`src/rtl/dcache_controller.sv`:
```
// Write-back, write-allocate data-cache controller: sequences hits, dirty-line
// writeback, line allocation and CLFLUSH between pipeline, datapath and L2.
package dcache_controller_pkg;
    typedef enum logic [1:0] {
        MO_LOAD    = 2'd0,
        MO_STORE   = 2'd1,
        MO_CLFLUSH = 2'd2,
        MO_UNKNOWN = 2'd3
    } memory_operation_e;
endpackage

module dcache_controller
    import dcache_controller_pkg::*;
#(
    parameter int  WORDS_PER_BLOCK = 8,
    localparam int CW              = $clog2(WORDS_PER_BLOCK)
) (
    input  logic              clk,
    input  logic              reset,
    input  logic              pipe_req_valid,
    input  memory_operation_e pipe_req_type,
    output logic              pipe_req_fulfilled,
    input  logic              l2_req_fulfilled,
    output memory_operation_e l2_req_type,
    output logic              l2_req_valid,
    input  logic              valid_block_match,
    input  logic              victim_dirty,
    output logic              load_mode,
    output logic              writeback_mode,
    output logic              perform_write,
    output logic              set_dirty_bit,
    output logic              clear_selected_valid_bit,
    output logic              clear_selected_dirty_bit,
    output logic              set_writeback_l2_block_address,
    output logic              set_new_l2_block_address,
    output logic              finish_new_line_install,
    output logic [CW-1:0]     word_index
);

    typedef enum logic [1:0] {
        ST_IDLE      = 2'd0,
        ST_WRITEBACK = 2'd1,
        ST_ALLOCATE  = 2'd2
    } state_e;

    localparam logic [CW-1:0] LAST_WORD = CW'(WORDS_PER_BLOCK - 1);

    state_e        state_q, state_d;
    logic [CW-1:0] count_q, count_d;
    logic          flush_q, flush_d;

    logic last_word_done_s;
    assign last_word_done_s = l2_req_fulfilled && (count_q == LAST_WORD);
    assign word_index       = count_q;

    // State, block word counter and flush flag registers.
    always_ff @(posedge clk or negedge reset) begin
        if (!reset) begin
            state_q <= ST_IDLE;
            count_q <= {CW{1'b0}};
            flush_q <= 1'b0;
        end else begin
            state_q <= state_d;
            count_q <= count_d;
            flush_q <= flush_d;
        end
    end

    // Next-state, counter and flush-flag logic.
    always_comb begin
        state_d = state_q;
        count_d = count_q;
        flush_d = flush_q;
        case (state_q)
            ST_IDLE: begin
                if (pipe_req_valid) begin
                    case (pipe_req_type)
                        MO_LOAD, MO_STORE: begin
                            if (!valid_block_match) begin
                                count_d = {CW{1'b0}};
                                if (victim_dirty) begin
                                    state_d = ST_WRITEBACK;
                                    flush_d = 1'b0;
                                end else begin
                                    state_d = ST_ALLOCATE;
                                end
                            end else begin
                                state_d = ST_IDLE;
                            end
                        end
                        MO_CLFLUSH: begin
                            if (valid_block_match && victim_dirty) begin
                                state_d = ST_WRITEBACK;
                                count_d = {CW{1'b0}};
                                flush_d = 1'b1;
                            end else begin
                                state_d = ST_IDLE;
                            end
                        end
                        default: state_d = ST_IDLE;
                    endcase
                end else begin
                    state_d = ST_IDLE;
                end
            end
            ST_WRITEBACK: begin
                if (l2_req_fulfilled) begin
                    count_d = count_q + CW'(1);
                    if (count_q == LAST_WORD) begin
                        state_d = flush_q ? ST_IDLE : ST_ALLOCATE;
                    end else begin
                        state_d = ST_WRITEBACK;
                    end
                end else begin
                    state_d = ST_WRITEBACK;
                end
            end
            ST_ALLOCATE: begin
                if (l2_req_fulfilled) begin
                    count_d = count_q + CW'(1);
                    if (count_q == LAST_WORD) begin
                        state_d = ST_IDLE;
                    end else begin
                        state_d = ST_ALLOCATE;
                    end
                end else begin
                    state_d = ST_ALLOCATE;
                end
            end
            default: begin
                state_d = state_e'(2'bxx);
                count_d = {CW{1'bx}};
                flush_d = 1'bx;
            end
        endcase
    end

    // Output decode; reset forces everything idle so an aborted burst emits nothing.
    always_comb begin
        pipe_req_fulfilled             = 1'b0;
        l2_req_type                    = MO_LOAD;
        l2_req_valid                   = 1'b0;
        load_mode                      = 1'b0;
        writeback_mode                 = 1'b0;
        perform_write                  = 1'b0;
        set_dirty_bit                  = 1'b0;
        clear_selected_valid_bit       = 1'b0;
        clear_selected_dirty_bit       = 1'b0;
        set_writeback_l2_block_address = 1'b0;
        set_new_l2_block_address       = 1'b0;
        finish_new_line_install        = 1'b0;
        if (!reset) begin
            l2_req_type = MO_LOAD;
        end else begin
            case (state_q)
                ST_IDLE: begin
                    if (pipe_req_valid) begin
                        case (pipe_req_type)
                            MO_LOAD, MO_STORE: begin
                                if (valid_block_match) begin
                                    pipe_req_fulfilled = 1'b1;
                                    perform_write      = (pipe_req_type == MO_STORE);
                                    set_dirty_bit      = (pipe_req_type == MO_STORE);
                                end else if (victim_dirty) begin
                                    set_writeback_l2_block_address = 1'b1;
                                end else begin
                                    set_new_l2_block_address = 1'b1;
                                end
                            end
                            MO_CLFLUSH: begin
                                if (!valid_block_match) begin
                                    pipe_req_fulfilled = 1'b1;
                                end else if (!victim_dirty) begin
                                    clear_selected_valid_bit = 1'b1;
                                    pipe_req_fulfilled       = 1'b1;
                                end else begin
                                    set_writeback_l2_block_address = 1'b1;
                                end
                            end
                            default: pipe_req_fulfilled = 1'b0;
                        endcase
                    end else begin
                        pipe_req_fulfilled = 1'b0;
                    end
                end
                ST_WRITEBACK: begin
                    l2_req_valid   = 1'b1;
                    l2_req_type    = MO_STORE;
                    writeback_mode = 1'b1;
                    if (last_word_done_s && flush_q) begin
                        clear_selected_valid_bit = 1'b1;
                        clear_selected_dirty_bit = 1'b1;
                        pipe_req_fulfilled       = 1'b1;
                    end else if (last_word_done_s) begin
                        set_new_l2_block_address = 1'b1;
                    end else begin
                        pipe_req_fulfilled = 1'b0;
                    end
                end
                ST_ALLOCATE: begin
                    l2_req_valid  = 1'b1;
                    l2_req_type   = MO_LOAD;
                    load_mode     = 1'b1;
                    perform_write = l2_req_fulfilled;
                    if (last_word_done_s) begin
                        finish_new_line_install  = 1'b1;
                        clear_selected_dirty_bit = 1'b1;
                    end else begin
                        finish_new_line_install = 1'b0;
                    end
                end
                default: begin
                    pipe_req_fulfilled             = 1'bx;
                    l2_req_type                    = MO_UNKNOWN;
                    l2_req_valid                   = 1'bx;
                    load_mode                      = 1'bx;
                    writeback_mode                 = 1'bx;
                    perform_write                  = 1'bx;
                    set_dirty_bit                  = 1'bx;
                    clear_selected_valid_bit       = 1'bx;
                    clear_selected_dirty_bit       = 1'bx;
                    set_writeback_l2_block_address = 1'bx;
                    set_new_l2_block_address       = 1'bx;
                    finish_new_line_install        = 1'bx;
                end
            endcase
        end
    end

endmodule

```
`config.mk`:
```
export PLATFORM = sky130hd
export DESIGN_NAME = dcache_controller
export DESIGN_NICKNAME = d
export VERILOG_FILES = /design/src/rtl/dcache_controller.sv
export SDC_FILE = /design/constraint.sdc
export NUM_CORES = 1
export LEC_CHECK = 0
export CAP_MARGIN = 5
export CELL_PAD_IN_SITES_DETAIL_PLACEMENT = 2
export CELL_PAD_IN_SITES_GLOBAL_PLACEMENT = 2
export CORE_ASPECT_RATIO = 0.5
export CORE_MARGIN = 8
export CORE_UTILIZATION = 23
export CTS_BUF_LIST = sky130_fd_sc_hd__clkbuf_2 sky130_fd_sc_hd__clkbuf_4 sky130_fd_sc_hd__clkbuf_8
export CTS_CLUSTER_DIAMETER = 80
export DETAILED_ROUTE_END_ITERATION = 12
export PLACE_DENSITY = 0.76
export SLEW_MARGIN = 20
export SYNTH_ARGS = -nofsm -noshare
export SYNTH_HDL_FRONTEND = slang
export SYNTH_SLANG_ARGS = --single-unit
```
`constraint.sdc`:
```
create_clock -name clk -period 1.7 [get_ports clk]
set_input_delay 0.34 -clock clk [delete_from_list [all_inputs] [get_ports clk]]
set_output_delay 0.34 -clock clk [all_outputs]
set_load 0.02 [all_outputs]
```
After elaboration in Yosys (flattened, before gate mapping)
Cells that the tools add are included.
- output and inout bits: 16
- flip-flop bits (word level): 6
- input bits: 8
- muxes and demuxes: 69
- equality and inequality tests: 11
- add/subtract/negate cells: 1
- reductions and logical operators: 11
- bitwise logic cells: 1
- operator list (cell ; count):
    2-to-1 mux 1 bit ; 37
    2-to-1 mux 2 bit ; 9
    case mux 1 bit (2 select lines) ; 9
    case mux 1 bit (3 select lines) ; 5
    2-to-1 mux 3 bit ; 4
    case mux 3 bit (2 select lines) ; 2
    inequality test 3 bit, second input constant ; 3
    case mux 2 bit (2 select lines) ; 2
    OR reduction 2 bit ; 4
    case mux 2 bit (3 select lines) ; 1
    AND reduction 6 bit ; 1
    AND reduction 5 bit ; 1
    equality test 2 x 1 -> 1 bit, second input constant ; 2
    equality test 2 bit, second input constant ; 2
    logical NOT 2 bit ; 2
    adder 3 x 1 -> 3 bit, second input constant ; 1
    equality test 3 bit, second input constant ; 1
    logical AND 1 bit ; 3
    inequality test 3 x 1 -> 1 bit, second input constant ; 1
    inequality test 2 x 1 -> 1 bit, second input constant ; 1
    inequality test 2 bit, second input constant ; 1
    inverter 1 bit ; 1

Logic depth before layout (Yosys ltp)
Gate-level depths: netlist of run 1.
- word-level depth: 6
- gate-level depth with buffers: 6
- depth with buffers taken out: 5

Least setup slack after synthesis of run 1
Ideal clock, no wire load.
- path kind: flip-flop to output port
- start: reg state_q[0]
- end: out clear_selected_dirty_bit
- path slack: -513 ps
- data arrival time: 1873 ps
- cell stages (with the launch flop): 6
- path through: dfrtp_1 inv_1 ha_1 clkbuf_1 and2_1 nor3b_1
- word-level cells in the longest chain between the ends: 3
- RTL lines (what ; RTL line ; RTL):
    from (decl) ; 48 ; state_e state_q, state_d;
    from (signal assigned) ; 63 ; state_q <= state_d;
    equality test 2 bit, or another cell as far along ; 155 ; case (state_q)
    case mux 1 bit (3 select lines) (*) ; 155 ;
    2-to-1 mux 1 bit (*) ; 152 ; if (!reset) begin
    to (decl) ; 33 ; output logic clear_selected_dirty_bit,
Every way passes the cells marked *; elsewhere a longest branch is shown, timed or not.

Worst setup path after layout of run 1
- start: reg state_q[1]
- end: out clear_selected_valid_bit
- word-level cells in the longest chain between the ends: 3
- RTL lines (what ; RTL line ; RTL):
    equality test 2 bit, or another cell as far along ; 155 ;
    case mux 1 bit (3 select lines) (*) ; 155 ;
    2-to-1 mux 1 bit (*) ; 152 ;
    to (decl) ; 32 ; output logic clear_selected_valid_bit,
Marked as above.

==> flow_metrics.tcl, run 1 <==
set metrics [dict create \
    routed_wl_um 5370 \
    num_vias 947 \
    area_growth_pct 143 \
    diodes 0 \
    grt_pass1_wl_um 7140 \
    drt_iter0_markers 18 \
    antenna_found_initial 0 \
    floorplan.initialDensity_pct 24.5 \
    violations "setup timing" \
    leakagePower_nw 0.757 \
    ir_drop_uv 676 \
    reg2regPathDepth 6 \
    fillCellCount 251 \
    seqCellArea_um2 150 \
    synth_fp_nets 87 \
    setup_viol 16 \
    insertion_delay_ns 0.24 \
    port_buffers 23 \
    crit_type "reg2out" \
    hold_viol 0 \
    path_clk_slew_ns 0.05 \
    synth.distinct_cells 34 \
    endpoint_kind "primary output" \
    post_dp_cell_area_um2 1260 \
    critical_path.startpoint_type "register" \
    nets 155 \
    min_path_type "in2async" \
    cts_max_level 1 \
    io_pins 24 \
    numClockSinks 6 \
    arrival_ns 1.81 \
    holdBufCountCts 0 \
    synth_area_per_cell_um2 8.86 \
    die_y_um 53.5 \
    critical_path.max_fanout 4 \
    ys_seq_area_share_pct 23.2 \
    vias_per_cell 5.38 \
    dieArea_um2 4870 \
    multiInputGateArea_um2 723 \
    hpwl_um 2800 \
    drtPass1Iterations 4 \
    ys_ff_latch 6 \
    crit_required_ns 1.36 \
    cts_buffer_depth 2 \
    post-route-util_pct 59.7 \
    grt_pass1_vias 1037 \
    final_area_um2 1570 \
    final_cells 176 \
    pwr_density_cell_nw_per_um2 1250 \
    yosys_warnings 0 \
    syn_inst 73 \
    fin_crit_sh_pct 127 \
    wire_per_inst_um 30.5 \
    dieWidth_um 91 \
    worst_pin_slew_ns 0.377 \
    grt_usage_pct 20.5 \
    core_region_area_um2 2640 \
    cap_violations 0 \
    detail-route-antenna-nets 0 \
    rsz0062_at_grt "true" \
    fin_skew_ns 0.00484 \
    placed_cells 165 \
    cts_inserted_buffers 3 \
    outcome "finished with violations" \
    drive_gt1_share_pct 71.9 \
    gp_congestion 0.757 \
    relSlewSlack_pct 74.9 \
    grt_overflow 0 \
    slew_viol_final 0 \
    root_buffer "clkbuf_8" \
    p_total_mw 1.96 \
    fin_ws_ns -0.455 \
    preCtsSetupSlack_ns -1.01 \
    syn_area_um2 647 \
    period_needed_ns 2.15 \
    grt_start_max_net_pins 7 \
    cts_tree "done" \
    clock.fmax_ghz 0.464 \
    drcViolationCount 0 \
    core.rowCount 13 \
]
path summary, 6_finish.rpt:
check,from,to,slack [ns]
min reg2reg,word_index[1],word_index[1],0.68
max in group asynchronous,reset,word_index[0],1.11
min,reset,state_q[0],0.27
max reg2reg,state_q[1],flush_q,-0.13
max,state_q[1],clear_selected_valid_bit,-0.45
min in group clk,word_index[1],word_index[1],0.68
timing repair:
action | 4_1_cts | 5_1_grt
pin swaps | 15 | 7
endpoints found under the setup margin | 17 | 18
resized for setup | 115 | 19
buffers inserted | 8 | 3
metrics by stage:
| step | setup TNS (ns) | hold slack, ns |
|---|---|---|
| after global routing | -3.54 | 0.277 |
| after floorplan | -0.00562 | 0.0444 |
| after detailed placement | -10.31 | 0.619 |
| after global placement | -8.69 | 0.582 |
| after CTS | -1.94 | 0.260 |
| final | -3.15 | 0.267 |
cells by family (layout without fill, tap and decap cells):
family | count (synthesis) | after routing | synth area share (%)
AO/OA/AOI/OAI | 19 | 19 | 25.9
multiplexers | 1 | 1 | 1.74
adder cells (fa/ha/maj) | 6 | 6 | 11.6
flip-flops | 6 | 6 | 23.2
buffers and inverters | 8 | 74 | 5.99
AND/OR/NAND/NOR | 33 | 33 | 31.5
cells in the mapped netlist:
| cell | instances | area [µm²] |
|---|---|---|
| a2111oi_4 | 1 | 27.5 |
| buf_6 | 1 | 11.3 |
| nand4b_2 | 1 | 15.0 |
| nor4b_1 | 1 | 8.76 |
| or2_1 | 1 | 6.26 |
| o21a_4 | 1 | 15.0 |
| nand3b_1 | 1 | 7.51 |
| and2_1 | 3 | 18.8 |
| nand3_1 | 3 | 15.0 |
| nand4b_1 | 2 | 17.5 |
| nor2b_1 | 2 | 12.5 |
| ha_1 | 6 | 75.1 |
| nand2_1 | 4 | 15.0 |
| inv_1 | 4 | 15.0 |
| and3_1 | 1 | 6.26 |
| or3_1 | 1 | 6.26 |
| nor3b_1 | 2 | 15.0 |
| dfrtp_1 | 6 | 150 |
| nor2_1 | 6 | 22.5 |
| buf_2 | 1 | 5.00 |
| nor3_1 | 1 | 5.00 |
| mux2_1 | 1 | 11.3 |
| a211oi_1 | 4 | 30.0 |
| a211o_1 | 4 | 35.0 |
| a21o_1 | 2 | 15.0 |
| o22ai_1 | 1 | 6.26 |
| a2111oi_0 | 1 | 8.76 |
| a21oi_1 | 3 | 15.0 |
| a31oi_1 | 1 | 6.26 |
| and3b_1 | 3 | 26.3 |
| a31o_1 | 1 | 8.76 |
| nand2b_1 | 1 | 6.26 |
| clkbuf_1 | 1 | 3.75 |
| inv_2 | 1 | 3.75 |
per-layer routing:
metal,wire length (µm),track usage [%]
met2,2470,36.0
met3,245,2.96
met4,113,8.85
met5,0,0
met1,2540,25.4
critical path: stages, from the launching register on:
cell and delay [ns]:
dfrtp_1 0.40, inv_2 0.10, ha_4 0.23, nand2b_4 0.18
or3_4 0.35, a21oi_4 0.16, buf_6 0.15
state kept, by name (all words and copies together) (netlist names):
register and flops:
word_index 3, flush_q 1, state_q 2
layout by cell type, fill, tap and decap left out, drive strengths merged, types with 2 or more instances in the layout:
cell type,n
buf,56
dfrtp,6
ha,6
nor2,6
inv,5
clkbuf,5
a211o,4
dlygate4sd2,4
a211oi,4
nand2,4
and3b,3
nand4b,3
and2,3
a21oi,3
nand3,3
a21o,2
a2111oi,2
clkdlybuf4s50,2
dlymetal6s2s,2
nor3b,2
nor2b,2
cell type report:
| cell class | instances | share of cell area [%] |
|---|---|---|
| repair buffers | 66 | 37.6 |
| inverters | 5 | 1.35 |
| flip-flops and latches | 6 | 9.54 |
| multi-input cells | 59 | 45.9 |
| clock buffers | 3 | 2.62 |
| well taps | 37 | 2.94 |
report_power, final:
group	switching, mW	internal, mW
clock	0.0935	0.155
sequential	0.0422	0.187
combinational	0.765	0.720
total	0.900	1.06
(Power assumes the default switching activity.)
==> run 2, diff against run 1 <==
- ABC_AREA: not set -> 1
- CORE_UTILIZATION: 23 -> 20
- PLACE_DENSITY: 0.76 -> 0.75
==> run 2 against run 1 <==
The flow still finishes with violations (setup timing). Synthesized cell count rose by 34%. Sequential power rose by 6%. Flip-flop and latch count did not move.
==> flow_metrics.tcl, run 2 <==
set metrics [dict create \
    fin_ws_ns -0.261 \
    grt_overflow 0 \
    root_buffer "clkbuf_8" \
    relSlewSlack_pct 78.7 \
    crit_type "reg2out" \
    area_growth_pct 140 \
    numClockSinks 6 \
    gp_congestion 0.742 \
    ir_drop_uv 700 \
    cpPeakStageDelay_ns 0.42 \
    fin_skew_ns 0.00647 \
    synth_fp_nets 112 \
    endpoint_kind "primary output" \
    diodes 0 \
    setup_viol 12 \
    combPwrFrac_pct 74.9 \
    detail-route-antenna-nets 0 \
    synth_common_cells "27 x nand2_1, 15 x inv_1, 9 x nor2_1, 7 x nand3_1" \
    syn_inst 98 \
    synthArstFlopShare_pct 100 \
    synthTopCellsByArea "dfrtp_1 24%, nand2_1 16%, ha_1 12%" \
    synth_top_area_cell "dfrtp_1" \
    slew_viol_final 0 \
    core_region_area_um2 3000 \
    leakagePower_nw 0.772 \
    drive_gt1_share_pct 62.7 \
    grt_usage_pct 16.9 \
    hpwl_um 2450 \
    internal_power_mw 0.998 \
    drt_iter0_markers 20 \
    synth-edff-count 0 \
    port_buffers 23 \
    rsz0062_at_grt "true" \
    nets 182 \
    crit_chain "ha_4 > ha_4 > nand2_4 > inv_4 > buf_6 > nand2_1 > a21oi_4 > buf_6" \
    dieWidth_um 95.0 \
    critical_path.startpoint_type "register" \
    yosys_warnings 0 \
    final_common_cell "buf_4" \
    wire_per_inst_um 24.5 \
    fillCellCount 345 \
    dieArea_um2 5270 \
    num_vias 973 \
    ys.flop_type "dfrtp_1" \
    vias_per_cell 4.72 \
    p_sw_share_pct 48.8 \
    worst_pin_slew_ns 0.317 \
    layout_common_cells "37 x buf_4, 19 x nand2_1, 17 x buf_6, 9 x inv_1, 8 x nand2_2" \
    final_cells 206 \
    violations "setup timing" \
    cts_buffer_depth 2 \
    seqPwrFrac_pct 12.4 \
    die_y_um 55.5 \
    core.rowCount 14 \
    synth_top_area_share_pct 24.0 \
    synth.distinct_cells 19 \
    period_needed_ns 1.96 \
    clock_power_share_pct 12.8 \
    io_pins 24 \
    slowest_stage "dfrtp_1" \
    outcome "finished with violations" \
    synth_area_per_cell_um2 6.37 \
    antenna_found_initial 0 \
    placed_cells 194 \
    floorplan.initialDensity_pct 20.8 \
    largest_register_ffs 3 \
    drcViolationCount 0 \
    preCtsSetupSlack_ns -0.707 \
    routed_wl_um 5040 \
    ys_ff_latch 6 \
    min_path_type "in2async" \
    drtPass1Iterations 4 \
    hold_viol 0 \
    ys_seq_area_share_pct 24.0 \
    arrival_ns 1.62 \
    cap_violations 0 \
    path_clk_slew_ns 0.05 \
    grt_start_max_net_pins 7 \
    insertion_delay_ns 0.24 \
    switchingPower_mw 0.951 \
    grt_pass1_vias 1144 \
    yosysMostFrequentCell "nand2_1" \
    clock.fmax_ghz 0.510 \
    cts_inserted_buffers 3 \
    pwr_density_cell_nw_per_um2 1300 \
    cts_max_level 1 \
    crit_required_ns 1.36 \
    grt_pass1_wl_um 6620 \
    holdBufCountCts 0 \
    syn_area_um2 624 \
    cts_tree "done" \
    fin_crit_sh_pct 115 \
    critical_path.max_fanout 3 \
    tns_ns -1.51 \
]
-- run 2: final cells by class --
class,instances,area (µm²),area share [%]
tap,40,50.0,3.33
timing repair buffer,65,566,37.7
clock buffer,3,41.3,2.75
sequential,6,150,10.0
multi-input combinational,73,613,40.8
inverter,19,81.3,5.42
-- run 2: power by group through the flow --
stage	sequential, mW	clock, mW	combinational [mW]
after floorplan	0.228	0	0.415
after global placement	0.206	0	0.914
after detailed placement	0.212	0	0.962
after CTS	0.230	0.232	1.16
after global routing	0.243	0.268	1.53
final	0.242	0.249	1.46
-- run 2: layer usage --
metal / vias up / wire length (µm) / GRT usage, % / part of all wire [%]
met5: - / 0 / 0 / 0
li1: 450 / - / - / -
met1: 494 / 2250 / 19.2 / 45
met3: 8 / 120 / 2.83 / 2.4
met2: 21 / 2580 / 29.6 / 51
met4: 0 / 94 / 8.15 / 1.9
-- run 2: repair_timing --
item	in CTS	in global routing
buffers inserted	4	6
resized for setup	106	45
setup endpoints to repair	14	13
pin swaps	13	12
-- run 2: kinds of logic (layout without fill, tap and decap cells) --
logic type	after synthesis	count (layout)	share of synthesized area [%]
AOI/OAI and AO/OA	11	11	10.2
adders and majority gates	6	6	12.0
buffers and inverters	19	87	11.4
DFF	6	6	24.0
and+or+nand+nor	56	56	42.3
-- run 2: final timing paths --
check	end	cells past startpoint	from	slack (ns)
worst max-delay path	clear_selected_dirty_bit	8	word_index[0]	-0.26
worst min-delay path	state_q[0]	2	reset	0.12
worst max register to register	state_q[1]	10	word_index[0]	0.06
worst min register to register	word_index[2]	3	word_index[2]	0.75
max in group asynchronous	word_index[0]	2	reset	1.44
min in group clk	word_index[2]	3	word_index[2]	0.75
-- run 2: worst max-delay path, delay by kind of cell (launching register included) --
family,cells,cell delay [ns]
AO/OA/AOI/OAI,1,0.19
adder cells (fa/ha/maj),2,0.30
buffers and inverters,3,0.32
flip-flops,1,0.42
AND/OR/NAND/NOR,2,0.15
-- run 2: stage by stage --
stage	power [mW]	instance area, µm²	utilization (%)	hold WS (ns)
floorplan	0.643	632	-	0.0444
global placement	1.12	1160	38.7	0.554
detailed placement	1.17	1160	38.7	0.574
CTS	1.62	1340	44.6	0.305
global route	2.04	1500	50.1	0.137
finish	1.95	1500	50.1	0.123
==> RTL edit (settings of run 1) <==
The parameter `WORDS_PER_BLOCK` goes from 8 to 16.
--- a/src/rtl/dcache_controller.sv
+++ b/src/rtl/dcache_controller.sv
@@ -14,3 +14,3 @@
 #(
-    parameter int  WORDS_PER_BLOCK = 8,
+    parameter int  WORDS_PER_BLOCK = 16,
     localparam int CW              = $clog2(WORDS_PER_BLOCK)
Interface: changed (resized word_index); port bits go from 24 to 25. The function was not compared with the original's and may differ.
==> RTL edit against run 1 <==
  * The run still ends with negative setup slack left
  * Sequential share of layout area increased by 2.5 points
  * Wire length is 22% lower
  * Cell area shrank 6.4%
  * Sequential cell count is 1 higher
  * Setup slack gained 150 ps
  * Synthesized area rose by 4.6%
  * Combinational power decreased by 15%
  * Total power fell by 8.6%
  * Clock power is 3% higher
==> RTL edit: results (changes against run 1) <==
metric;value;unit;change
crit_end;set_new_l2_block_address;;
dp_worst_setup_slack;-942;ps;+72.2 ps
critPathArrivalTime;1660;ps;-150 ps
tightestPinTransition;372;ps;-4.85 ps
violations;negative setup slack;;
netlist_top_cells_count;dfrtp_1 (7), and2_1 (6), inv_1 (6), nor2_1 (6);;
irDropWorstVdd;0.000524;V;-23%
synthMuxAreaShare;0;%;-1.7 points
status;finished, violations left;;
synthCells;78;;+6.8%
pg_seq;275;uW;+20%
synth_compound_area_share;27.9;%;+2.0 points
largest_reg_flops;4;;+1
setup_viol;9;;-7
drive_gt1_share;64.5;%;-7.4 points
grt_start_max_net_pins;10;;+3
cts_setup_buffers;3;;-5
fin_setup_tns;-1770;ps;+1380 ps
place_inst;171;;+3.6%
cts_resized;94;;-18%
yosysUniqueCellTypes;36;;+5.9%
fin_hold_ws;188;ps;-78.2 ps
synth_adder_area_share;9.24;%;-2.4 points
vias;903;;-4.6%
final_cells;181;;+2.8%
post-dp-hpwl;2480;um;-11%
sw_frac_of_total;44.2;%;-1.7 points
seq_area_frac_synth;25.9;%;+2.7 points
grt_pass1_vias;1055;;+1.7%
finalClockSkew;0.786;ps;-4.06 ps
worst_slack;-304;ps;+151 ps
RTL edit: cell types whose count changed after synthesis, sizes merged, moves of 3 or more:
| cell | change |
|---|---|
| nand3 | -3 |
| a211o | -4 |
| o21ai | +3 |
| nand4b | -3 |
| and2 | +3 |
| and3b | -3 |
| o2111ai | +3 |
RTL edit: area by class of cell:
class	instances	area, um^2
Clock buffer	3	41.3
Clock inverter	1	5.00
Fill cell	307	1440
Inverter	6	26.3
Multi-Input combinational cell	61	618
Sequential cell	7	178
Tap cell	40	50.0
Timing Repair Buffer	63	554
RTL edit: critical path: stages, from the launching register on:
cell and delay (ps):
dfrtp_1 390, inv_2 90, buf_4 120, ha_4 150, or3b_4 410, a21oi_4 130, buf_6 130
RTL edit: metal layers:
metal  share of wire (%)  up-vias  global-route usage, %
met5                   0        -                      0
met4                 1.4        0                   4.75
met3                 3.6        6                   3.15
met2                  49       24                   29.9
met1                  46      456                   18.6
li1                    -      417                      -
